==> config.mk <==
export PLATFORM = sky130hd
export DESIGN_NAME = m_wb_uart
export DESIGN_NICKNAME = d
export VERILOG_FILES = /design/src/rtl/m_wb_uart_pkg.sv /design/src/rtl/m_uart_rx.sv /design/src/rtl/m_uart_tx.sv /design/src/rtl/m_wb_uart.sv
export SDC_FILE = /design/constraint.sdc
export NUM_CORES = 1
export LEC_CHECK = 0
export CAP_MARGIN = 5
export CELL_PAD_IN_SITES_DETAIL_PLACEMENT = 0
export CELL_PAD_IN_SITES_GLOBAL_PLACEMENT = 1
export CORE_UTILIZATION = 41
export DETAILED_ROUTE_END_ITERATION = 6
export GPL_TIMING_DRIVEN = 0
export PLACE_DENSITY = 0.86
export SETUP_SLACK_MARGIN = 0.02
export SYNTH_ARGS = -nofsm -noshare
export SYNTH_HDL_FRONTEND = slang
export SYNTH_SLANG_ARGS = --single-unit
==> constraint.sdc <==
create_clock -name CLK_I -period 2.8 [get_ports CLK_I]
set_input_delay 0.56 -clock CLK_I [delete_from_list [all_inputs] [get_ports CLK_I]]
set_output_delay 0.56 -clock CLK_I [all_outputs]
set_load 0.01 [all_outputs]
==> src/rtl/m_wb_uart_pkg.sv <==
// Shared definitions for the Wishbone UART: register map, status bit positions
// and the 2-bit state encoding used by both the TX and RX state machines.
package m_wb_uart_pkg;

  localparam logic AddrData   = 1'b0;
  localparam logic AddrStatus = 1'b1;

  localparam int unsigned StatRxValid = 0;
  localparam int unsigned StatTxFull  = 1;
  localparam int unsigned StatTxBusy  = 2;
  localparam int unsigned StatOverrun = 3;
  localparam int unsigned StatFramErr = 4;

  typedef enum logic [1:0] {
    StIdle  = 2'd0,
    StStart = 2'd1,
    StData  = 2'd2,
    StStop  = 2'd3
  } uart_state_e;

endpackage

==> src/rtl/m_uart_rx.sv <==
// 8N1 receiver: synchronises the line, qualifies the start bit at mid-bit and
// samples each following bit at its centre; pulses o_done or o_ferr per frame.
module m_uart_rx
  import m_wb_uart_pkg::*;
#(
  parameter int unsigned CLKDIV = 208
) (
  input  logic       i_clk,
  input  logic       i_rst,
  input  logic       i_rx,
  output logic       o_done,
  output logic       o_ferr,
  output logic [7:0] o_data
);

  localparam int unsigned CntW = $clog2(CLKDIV);
  localparam logic [CntW-1:0] CntReload = CntW'(CLKDIV - 1);
  localparam logic [CntW-1:0] CntHalf   = CntW'(CLKDIV / 2 - 1);

  uart_state_e     r_state, w_state_d;
  logic [CntW-1:0] r_cnt, w_cnt_d;
  logic [2:0]      r_bit, w_bit_d;
  logic [7:0]      r_shift, w_shift_d;
  logic [1:0]      r_sync;
  logic            r_prev;
  logic            r_hunt, w_hunt_d;
  logic            w_line, w_tick;

  assign w_line = r_sync[1];
  assign w_tick = (r_cnt == '0);
  assign o_data = r_shift;

  always_comb begin
    w_state_d = r_state;
    w_cnt_d   = w_tick ? CntReload : r_cnt - CntW'(1);
    w_bit_d   = r_bit;
    w_shift_d = r_shift;
    w_hunt_d  = r_hunt;
    o_done    = 1'b0;
    o_ferr    = 1'b0;
    unique case (r_state)
      StIdle: begin
        w_cnt_d = CntHalf;
        if (r_prev && !w_line) w_state_d = StStart;
      end
      StStart: begin
        if (w_tick) begin
          if (w_line) begin
            w_state_d = StIdle;
          end else begin
            w_state_d = StData;
            w_bit_d   = 3'd0;
          end
        end
      end
      StData: begin
        if (w_tick) begin
          w_shift_d = {w_line, r_shift[7:1]};
          w_bit_d   = r_bit + 3'd1;
          if (r_bit == 3'd7) w_state_d = StStop;
        end
      end
      StStop: begin
        // After a bad stop bit, hold here until the line is released.
        if (r_hunt) begin
          if (w_line) begin
            w_hunt_d  = 1'b0;
            w_state_d = StIdle;
          end
        end else if (w_tick) begin
          if (w_line) begin
            o_done    = 1'b1;
            w_state_d = StIdle;
          end else begin
            o_ferr   = 1'b1;
            w_hunt_d = 1'b1;
          end
        end
      end
      default: w_state_d = StIdle;
    endcase
  end

  always_ff @(posedge i_clk or posedge i_rst) begin
    if (i_rst) begin
      r_state <= StIdle;
      r_cnt   <= CntHalf;
      r_bit   <= 3'd0;
      r_shift <= 8'h00;
      r_sync  <= 2'b11;
      r_prev  <= 1'b1;
      r_hunt  <= 1'b0;
    end else begin
      r_state <= w_state_d;
      r_cnt   <= w_cnt_d;
      r_bit   <= w_bit_d;
      r_shift <= w_shift_d;
      r_sync  <= {r_sync[0], i_rx};
      r_prev  <= w_line;
      r_hunt  <= w_hunt_d;
    end
  end

endmodule

==> src/rtl/m_uart_tx.sv <==
// 8N1 transmitter: pulls a byte from the holding register when idle or at the
// end of a stop bit, so back-to-back bytes leave with no idle gap.
module m_uart_tx
  import m_wb_uart_pkg::*;
#(
  parameter int unsigned CLKDIV = 208
) (
  input  logic       i_clk,
  input  logic       i_rst,
  input  logic       i_full,
  input  logic [7:0] i_data,
  output logic       o_take,
  output logic       o_busy,
  output logic       o_tx
);

  localparam int unsigned CntW = $clog2(CLKDIV);
  localparam logic [CntW-1:0] CntReload = CntW'(CLKDIV - 1);

  uart_state_e     r_state, w_state_d;
  logic [CntW-1:0] r_cnt, w_cnt_d;
  logic [2:0]      r_bit, w_bit_d;
  logic [7:0]      r_shift, w_shift_d;
  logic            r_tx, w_tx_d;
  logic            w_tick;

  assign w_tick = (r_cnt == '0);
  assign o_busy = (r_state != StIdle);
  assign o_tx   = r_tx;

  always_comb begin
    w_state_d = r_state;
    w_cnt_d   = w_tick ? CntReload : r_cnt - CntW'(1);
    w_bit_d   = r_bit;
    w_shift_d = r_shift;
    o_take    = 1'b0;
    unique case (r_state)
      StIdle: begin
        w_cnt_d = CntReload;
        if (i_full) begin
          o_take    = 1'b1;
          w_shift_d = i_data;
          w_state_d = StStart;
        end
      end
      StStart: begin
        if (w_tick) begin
          w_state_d = StData;
          w_bit_d   = 3'd0;
        end
      end
      StData: begin
        if (w_tick) begin
          w_shift_d = {1'b0, r_shift[7:1]};
          w_bit_d   = r_bit + 3'd1;
          if (r_bit == 3'd7) w_state_d = StStop;
        end
      end
      StStop: begin
        if (w_tick) begin
          if (i_full) begin
            o_take    = 1'b1;
            w_shift_d = i_data;
            w_state_d = StStart;
          end else begin
            w_state_d = StIdle;
          end
        end
      end
      default: w_state_d = StIdle;
    endcase

    // Line level is registered from the next state to keep the pin glitch-free.
    unique case (w_state_d)
      StStart: w_tx_d = 1'b0;
      StData:  w_tx_d = w_shift_d[0];
      default: w_tx_d = 1'b1;
    endcase
  end

  always_ff @(posedge i_clk or posedge i_rst) begin
    if (i_rst) begin
      r_state <= StIdle;
      r_cnt   <= CntReload;
      r_bit   <= 3'd0;
      r_shift <= 8'h00;
      r_tx    <= 1'b1;
    end else begin
      r_state <= w_state_d;
      r_cnt   <= w_cnt_d;
      r_bit   <= w_bit_d;
      r_shift <= w_shift_d;
      r_tx    <= w_tx_d;
    end
  end

endmodule

==> src/rtl/m_wb_uart.sv <==
// Wishbone classic responder for the midgetv bus: DATA/STATUS registers, TX and
// RX holding registers and sticky error flags around the UART TX/RX engines.
module m_wb_uart
  import m_wb_uart_pkg::*;
#(
  parameter int unsigned CLKDIV = 208,
  parameter int unsigned DWIDTH = 32
) (
  input  logic              CLK_I,
  input  logic              RST_I,
  input  logic              CYC_I,
  input  logic              STB_I,
  input  logic              WE_I,
  input  logic              ADR_I,
  input  logic [DWIDTH-1:0] DAT_I,
  output logic [DWIDTH-1:0] DAT_O,
  output logic              ACK_O,
  input  logic              usartRX,
  output logic              usartTX
);

  logic              w_req, w_wr_data, w_rd_data, w_wr_stat, w_rd_stat;
  logic              r_ack;
  logic [DWIDTH-1:0] r_dat, w_dat_d;
  logic              r_txfull, r_rxvalid, r_overrun, r_framerr;
  logic [7:0]        r_txbyte, r_rxbyte;
  logic              w_take, w_txbusy, w_rx_done, w_rx_ferr;
  logic [7:0]        w_rx_byte;
  logic              w_unused_dat;

  assign w_req     = CYC_I & STB_I & ~r_ack;
  assign w_wr_data = w_req &  WE_I & (ADR_I == AddrData);
  assign w_rd_data = w_req & ~WE_I & (ADR_I == AddrData);
  assign w_wr_stat = w_req &  WE_I & (ADR_I == AddrStatus);
  assign w_rd_stat = w_req & ~WE_I & (ADR_I == AddrStatus);
  assign w_unused_dat = ^DAT_I;

  assign ACK_O = r_ack;
  assign DAT_O = r_dat;

  // Read data is captured only on an accepted read, so DAT_O is zero off-ACK.
  always_comb begin
    w_dat_d = '0;
    if (w_rd_data) begin
      w_dat_d[7:0] = r_rxbyte;
    end else if (w_rd_stat) begin
      w_dat_d[StatRxValid] = r_rxvalid;
      w_dat_d[StatTxFull]  = r_txfull;
      w_dat_d[StatTxBusy]  = w_txbusy;
      w_dat_d[StatOverrun] = r_overrun;
      w_dat_d[StatFramErr] = r_framerr;
    end
  end

  always_ff @(posedge CLK_I or posedge RST_I) begin
    if (RST_I) begin
      r_ack     <= 1'b0;
      r_dat     <= '0;
      r_txfull  <= 1'b0;
      r_txbyte  <= 8'h00;
      r_rxvalid <= 1'b0;
      r_rxbyte  <= 8'h00;
      r_overrun <= 1'b0;
      r_framerr <= 1'b0;
    end else begin
      r_ack <= w_req;
      r_dat <= w_dat_d;

      // A write coinciding with a reload refills the slot the shifter just emptied.
      if (w_wr_data && (!r_txfull || w_take)) begin
        r_txbyte <= DAT_I[7:0];
        r_txfull <= 1'b1;
      end else if (w_take) begin
        r_txfull <= 1'b0;
      end

      if (w_rx_done && (!r_rxvalid || w_rd_data)) begin
        r_rxbyte  <= w_rx_byte;
        r_rxvalid <= 1'b1;
      end else if (w_rd_data) begin
        r_rxvalid <= 1'b0;
      end

      if (w_rx_done && r_rxvalid && !w_rd_data) begin
        r_overrun <= 1'b1;
      end else if (w_wr_stat && DAT_I[StatOverrun]) begin
        r_overrun <= 1'b0;
      end

      if (w_rx_ferr) begin
        r_framerr <= 1'b1;
      end else if (w_wr_stat && DAT_I[StatFramErr]) begin
        r_framerr <= 1'b0;
      end
    end
  end

  m_uart_tx #(
    .CLKDIV (CLKDIV)
  ) u_tx (
    .i_clk  (CLK_I),
    .i_rst  (RST_I),
    .i_full (r_txfull),
    .i_data (r_txbyte),
    .o_take (w_take),
    .o_busy (w_txbusy),
    .o_tx   (usartTX)
  );

  m_uart_rx #(
    .CLKDIV (CLKDIV)
  ) u_rx (
    .i_clk  (CLK_I),
    .i_rst  (RST_I),
    .i_rx   (usartRX),
    .o_done (w_rx_done),
    .o_ferr (w_rx_ferr),
    .o_data (w_rx_byte)
  );

endmodule
**Word-level counts from Yosys, hierarchy flattened**

Cells that the tools add are included.

- ROM bits: 0
- Output and inout bits: 34
- Flip-flop bits (word level): 76
- Latch bits: 0
- Memories kept: 0
- RAM bits: 0
- Bits of input ports: 39
- Logic and storage cells: 140

- Equal/unequal tests: 19
- Reduce and logical (&&, ||, !) cells: 30
- Add/subtract/negate cells: 4
- Bitwise logic cells: 11
- Mux-type cells: 55
- Div/mod/pow operators: 0
- Multipliers: 0
- Order comparisons: 0
- Shift-type cells: 0

Operator list:

| kind | number |
|---|---|
| $mux W8 | 7 |
| $mux W2 | 13 |
| $pmux W8 S3 | 1 |
| $mux W1 | 20 |
| $mux W3 | 6 |
| $logic_not A8 Y1 | 2 |
| $pmux W2 S4 | 2 |
| $sub A8 B1 Y8 const B | 2 |
| $ne A2 B1 Y1 const B | 7 |
| $reduce_bool A2 Y1 | 7 |
| $pmux W3 S2 | 2 |
| $eq A2 B2 Y1 const B | 5 |
| $mux W5 | 2 |
| $and A1 B1 Y1 | 8 |
| $logic_and A1 B1 Y1 | 7 |
| $add A3 B1 Y3 const B | 2 |
| $eq A2 B1 Y1 const B | 3 |
| $eq A3 B3 Y1 const B | 2 |
| $reduce_and A3 Y1 | 2 |
| $reduce_and A5 Y1 | 1 |
| $logic_not A1 Y1 | 4 |
| $logic_not A2 Y1 | 2 |
| $pmux W1 S2 | 2 |
| $reduce_and A4 Y1 | 1 |
| 6 further kinds | 9 |

**Logic depth before layout (Yosys ltp)**

Gate-level depths: netlist (run 1).

- Word-level depth: 7
- Depth in mapped cells: 9

**By module**

Synthesis (run 1) repeated with hierarchy kept, for this count alone.

- Cells, all modules: 370
- Area, all modules: 4107.7 µm²

By module, submodules not included:

| module | times used | area each (µm²) | sequential area each (µm²) | cells each |
|---|---|---|---|---|
| m_wb_uart | 1 | 1611.5 | 725.7 | 149 |
| m_uart_tx | 1 | 1280.0 | 559.3 | 119 |
| m_uart_rx | 1 | 1216.2 | 635.6 | 102 |

**Worst setup path after synthesis (run 1)**

Ideal clock, no wire load.

- Path type: flip-flop to flip-flop
- Start: register u_tx.r_cnt[0]
- End: register r_txbyte[0]
- Data arrival time: 1920 ps
- Setup slack: 752 ps
- Required time: 2673 ps
- Setup time: 127 ps
- Period minus slack after synthesis: 2048 ps
- Stages on the path, launching flop included: 9
- Path through: dfstp_2 inv_1 ha_1 nor3b_1 a31oi_2 o21ai_1 nor2b_1 buf_4 mux2_1

- Cells in the longest elaborated chain, start to end: 5

Ends and longest elaborated chain:

| what | line | text |
|---|---|---|
| from (decl) | m_uart_tx.sv:21 | `logic [CntW-1:0] r_cnt, w_cnt_d;` |
| from (signal assigned) | m_uart_tx.sv:84 | `r_cnt <= CntReload;` |
| from (signal assigned) | m_uart_tx.sv:90 | `r_cnt <= w_cnt_d;` |
| $logic_not A8 Y1 | m_uart_tx.sv:27 | `assign w_tick = (r_cnt == '0);` |
| $mux W1 | m_uart_tx.sv:60 | `if (w_tick) begin` |
| $pmux W1 S2 | m_uart_tx.sv:37 | `unique case (r_state)` |
| $logic_or A1 B1 Y1 | m_wb_uart.sv:70 | `if (w_wr_data && (!r_txfull \|\| w_take)) begin` |
| $logic_and A1 B1 Y1 | m_wb_uart.sv:70 |  |
| to (signal assigned) | m_wb_uart.sv:71 | `r_txbyte <= DAT_I[7:0];` |
| to (decl) | m_wb_uart.sv:26 | `logic [7:0] r_txbyte, r_rxbyte;` |

Every way passes these cells.
A chain may end at the register's enable or synchronous reset.

**Worst setup path after layout (run 1)**

- Start: input port STB_I
- End: register r_rxbyte[7]

- Cells in the longest elaborated chain, start to end: 6

Ends and longest elaborated chain:

| what | line | text |
|---|---|---|
| from (decl) | m_wb_uart.sv:12 | `input logic STB_I,` |
| $and A1 B1 Y1 (2 in series) | m_wb_uart.sv:31 | `assign w_req = CYC_I & STB_I & ~r_ack;` |
| via w_req | m_wb_uart.sv:22 | `logic w_req, w_wr_data, w_rd_data, w_wr_stat, w_rd_stat;` |
| $and A1 B1 Y1 (2 in series) | m_wb_uart.sv:33 | `assign w_rd_data = w_req & ~WE_I & (ADR_I == AddrData);` |
| $logic_or A1 B1 Y1 | m_wb_uart.sv:77 | `if (w_rx_done && (!r_rxvalid \|\| w_rd_data)) begin` |
| $logic_and A1 B1 Y1 | m_wb_uart.sv:77 |  |
| to (signal assigned) | m_wb_uart.sv:78 | `r_rxbyte <= w_rx_byte;` |
| to (decl) | m_wb_uart.sv:26 |  |

The timed path passes the listed nets, and every way through them passes these cells.

==> run_summary.xml, run 1 <==
<?xml version="1.0" encoding="UTF-8"?>
<metrics>
  <group name="min_path">
    <metric name="holdCritStartpoint" unit="">u_rx.r_sync[0]</metric>
    <metric name="worst_hold_path_type" unit="">reg2reg</metric>
  </group>
  <group name="detailed_routing">
    <metric name="length_of_the_first_detailed_routing_pass_in_iterations" unit="">6</metric>
    <metric name="initialDrtViolationCount" unit="">112</metric>
    <metric name="routedWlPerCell" unit="um">13.5</metric>
    <metric name="routed_wl" unit="um">6770</metric>
    <metric name="via_count" unit="">2520</metric>
    <metric name="drt_drc_violations_left" unit="">10</metric>
    <metric name="drt.antenna.violating_nets" unit="">0</metric>
    <metric name="post_drt_via_cell_ratio" unit="">5.01</metric>
  </group>
  <group name="sta">
    <metric name="fmax" unit="MHz">420</metric>
    <metric name="fin_tns_setup" unit="ns">0</metric>
    <metric name="worst-slew-pin-transition" unit="ns">0.611</metric>
    <metric name="post-route-period-util" unit="%">85.0</metric>
    <metric name="finalHoldViolations" unit="">0</metric>
    <metric name="fin_worst_hold_slack" unit="ns">0.361</metric>
    <metric name="finalSetupViolations" unit="">0</metric>
    <metric name="slew_viol_final" unit="">0</metric>
    <metric name="final_critical_path_setup_slack" unit="ns">0.419</metric>
    <metric name="headroom_to_the_max_slew_limit" unit="%">59.1</metric>
    <metric name="layout_min_cycle_time" unit="ns">2.38</metric>
    <metric name="setup_repair_after_global_routing_missed_its_margin" unit="">no</metric>
    <metric name="clock_skew" unit="ns">0.00803</metric>
  </group>
  <group name="power">
    <metric name="pwr_density_cell" unit="nW/um^2">552</metric>
    <metric name="post-layout-total-power" unit="W">0.00245</metric>
    <metric name="combinational_share_of_power" unit="%">15.4</metric>
    <metric name="p_int" unit="W">0.00174</metric>
    <metric name="p_sw_share" unit="%">28.7</metric>
    <metric name="vdd_drop_max" unit="V">0.000252</metric>
    <metric name="clock_power_share" unit="%">30.8</metric>
    <metric name="p_switching" unit="W">0.000701</metric>
    <metric name="pwr-share-seq" unit="%">53.9</metric>
    <metric name="total_leakage_power" unit="nW">2.05</metric>
  </group>
  <group name="clocking">
    <metric name="tritoncts.num_buffers" unit="">9</metric>
    <metric name="h_tree_depth_reported_by_cts" unit="">3</metric>
    <metric name="clock_tree_from_tritoncts" unit="">yes</metric>
    <metric name="insertion_delay" unit="ns">0.35</metric>
    <metric name="clockRootBuffer" unit="">clkbuf_8</metric>
    <metric name="cts.path.max_buffers" unit="">2</metric>
    <metric name="tritoncts_num_sinks" unit="">76</metric>
    <metric name="clk_transition_reported_paths" unit="ns">0.08</metric>
    <metric name="cts_hold_buffers" unit="">0</metric>
    <metric name="postCtsSetupRepairBufs" unit="">0</metric>
    <metric name="cts_resized" unit="">0</metric>
  </group>
  <group name="floorplan">
    <metric name="pin_count" unit="">73</metric>
    <metric name="initial_core_util" unit="%">42.8</metric>
    <metric name="area_inside_the_core_boundary" unit="um^2">8810</metric>
    <metric name="die-area" unit="um^2">9570</metric>
    <metric name="floorplan.die.width" unit="um">97.8</metric>
    <metric name="die-height" unit="um">97.8</metric>
    <metric name="std_cell_rows" unit="">34</metric>
  </group>
  <group name="synthesis">
    <metric name="count_of_state_elements_after_synthesis" unit="">76</metric>
    <metric name="synth_area_per_cell" unit="um^2">11.4</metric>
    <metric name="ys_types" unit="">57</metric>
    <metric name="synth_cells" unit="">331</metric>
    <metric name="synth_seq_area_share" unit="%">51.0</metric>
    <metric name="netlist.area_leader.share" unit="%">40.5</metric>
    <metric name="async_flop_share" unit="%">100</metric>
    <metric name="synth-edff-count" unit="">0</metric>
    <metric name="yosys_warnings" unit="">0</metric>
    <metric name="synth_area_leader_cell" unit="">dfrtp_1</metric>
    <metric name="synthFlopType" unit="">dfrtp_1</metric>
    <metric name="synth.area.top_cells" unit="">dfrtp_1, dfstp_2, mux2_2, buf_4, ha_1</metric>
    <metric name="post_synth_instance_area" unit="um^2">3760</metric>
  </group>
  <group name="finish">
    <metric name="final_nets" unit="">441</metric>
    <metric name="insertedDiodeCount" unit="">0</metric>
    <metric name="multiInputGateArea" unit="um^2">1640</metric>
    <metric name="drive_above_1_share" unit="%">25.1</metric>
    <metric name="area_growth_syn_to_layout" unit="%">17.7</metric>
    <metric name="final.fill_count" unit="">801</metric>
    <metric name="layout.area.seq" unit="um^2">1920</metric>
  </group>
  <group name="critical_path">
    <metric name="critical_setup_path_class" unit="">in2reg</metric>
    <metric name="critical_path.max_fanout" unit="">9</metric>
    <metric name="cp-start-kind" unit="">primary input</metric>
    <metric name="path_cells" unit="">clkdlybuf4s50_1 -&gt; and3b_1 -&gt; buf_2 -&gt; nor3b_2 -&gt; nand2b_1 -&gt; nand3_4 -&gt; mux2_4</metric>
    <metric name="critPathRequiredTime" unit="ns">3.04</metric>
    <metric name="r2r_slack" unit="ns">0.47</metric>
    <metric name="critical-path-slowest-cell" unit="">nor3b_2</metric>
    <metric name="regToRegStartpoint" unit="">u_tx.r_cnt[0]</metric>
    <metric name="crit_path_max_incr_delay" unit="ns">0.54</metric>
    <metric name="worstSetupEndpointType" unit="">register</metric>
    <metric name="critPathLaunch" unit="">STB_I</metric>
    <metric name="crit_arrival" unit="ns">2.62</metric>
  </group>
  <group name="placed_design">
    <metric name="dpl.hpwl" unit="um">4820</metric>
    <metric name="gpl.final_weighted_congestion" unit="">0.824</metric>
    <metric name="placement.io_buffers" unit="">24</metric>
    <metric name="pre_cts_slack" unit="ns">0.0391</metric>
  </group>
  <group name="global_route">
    <metric name="grt_first_pass_wirelength" unit="um">12000</metric>
    <metric name="first_global_vias" unit="">2601</metric>
    <metric name="grt_overflow" unit="">0</metric>
    <metric name="antenna_found_initial" unit="">0</metric>
    <metric name="grt_max_degree" unit="">61</metric>
    <metric name="grt.total_usage" unit="%">15.9</metric>
  </group>
  <group name="status">
    <metric name="violated_checks" unit="">design-rule violations</metric>
    <metric name="status" unit="">finished with violations</metric>
  </group>
  <group name="job">
    <metric name="maxCapViolCount" unit="">0</metric>
  </group>
</metrics>
## power groups by stage
stage	logic, W	registers, W	clock network (W)
2_1_floorplan	0.000297	0.00132	0
4_1_cts	0.000379	0.00132	0.000790
5_1_grt	0.000427	0.00133	0.000839
6_report	0.000375	0.00132	0.000752
3_3_place_gp	0.000362	0.00133	0
3_5_place_dp	0.000378	0.00134	0
## registers in the layout (all words and copies together), names as in the netlist, 2 cells and up, named ones only
| name | count |
|---|---|
| u_tx.r_shift | 8 |
| u_tx.r_bit | 3 |
| u_rx.r_bit | 3 |
| u_rx.r_sync | 2 |
| DAT_O | 8 |
| u_tx.r_state | 2 |
| r_rxbyte | 8 |
| u_tx.r_cnt | 8 |
| u_rx.o_data | 8 |
| r_txbyte | 8 |
| u_rx.r_cnt | 8 |
## layout by cell type (no fill, tap or decap), types with 3 or more instances in the layout
cell type        instances
and2_1                   3
o21ai_0                 15
nand2b_1                 5
clkbuf_1                 8
nor2_1                  20
mux2i_1                  7
xor2_1                   5
a21oi_1                 11
xnor2_1                  4
a221oi_1                 3
inv_1                    9
dfrtp_1                 61
a22o_1                  13
or3_1                    3
buf_4                   26
mux2_2                  23
nor3_1                   9
clkbuf_8                 9
dfstp_2                 15
nor3b_1                  3
ha_1                    12
clkinvlp_4               3
nand2_1                 25
conb_1                  24
o31ai_1                  4
clkdlybuf4s50_1         24
## routing by layer
layer,up-vias,global-route usage [%],wire length (um)
met5,-,0,0
met4,0,5.71,92
met3,8,4.87,251
met2,42,28.0,3550
met1,1229,18.2,2880
li1,1241,-,-
## per-stage QoR
step                      util [%]  instance area, um^2  cells
final                         50.3                 4430    503
after floorplan                  -                 3850    354
after global routing          50.3                 4430    503
after global placement        48.0                 4230    486
after CTS                     50.3                 4430    503
after detailed placement      48.3                 4260    487
## synth_stat cells (3+ instances only)
cell type  instances
xnor2_1            4
and2_1             3
or3_1              3
buf_4             26
a221oi_1           3
mux2i_1            7
o31ai_1            4
inv_1             10
xor2_1             5
nand2b_1           5
nor2_1            20
dfrtp_1           61
ha_1              12
nor3_1             9
o21ai_0           15
dfstp_2           15
nand2_1           25
clkbuf_1           7
a22o_1            13
a21oi_1           11
nor3b_1            3
mux2_2            23
## path summary, 6_finish.rpt
path | endpoint | cells past startpoint
max in group asynchronous | u_tx.r_cnt[2] | 3
max reg2reg | r_txbyte[5] | 8
min in group asynchronous | u_tx.r_shift[4] | 2
min | u_rx.r_sync[1] | 0
min reg2reg | u_rx.r_sync[1] | 0
max | r_rxbyte[7] | 7
## area by class of cell
class,instances,area share [%]
Inverter,10,0.903
Sequential cell,76,43.3
Tap cell,108,3.05
Timing Repair Buffer,25,6.04
Buffer,37,5.73
Clock inverter,6,1.10
Multi-Input combinational cell,231,37.0
Clock buffer,10,2.88
## cells by family after synthesis
kind of cell | synth area share, %
and+or+nand+nor | 13.9
AOI/OAI and AO/OA | 11.7
adders and majority gates | 3.99
xor gates and xnor gates | 2.09
other | 0.0996
muxes | 9.44
buffers and inverters | 7.74
DFF | 51.0
## critical path, delay by kind of cell
family | cells | cell delay (ns)
buffers and inverters | 2 | 0.60
muxes | 1 | 0.33
and+or+nand+nor | 4 | 1.12
(Power assumes the default switching activity.)
==> run 2: changes to the inputs <==
--- a/config.mk
+++ b/config.mk
@@ -9,6 +9,7 @@
 export CELL_PAD_IN_SITES_DETAIL_PLACEMENT = 0
 export CELL_PAD_IN_SITES_GLOBAL_PLACEMENT = 1
 export CORE_UTILIZATION = 41
+export CTS_CLUSTER_SIZE = 28
 export DETAILED_ROUTE_END_ITERATION = 6
 export GPL_TIMING_DRIVEN = 0
 export PLACE_DENSITY = 0.86
==> results of run 2 <==
Final layout, timing and power as in run 1 (identical DEF).
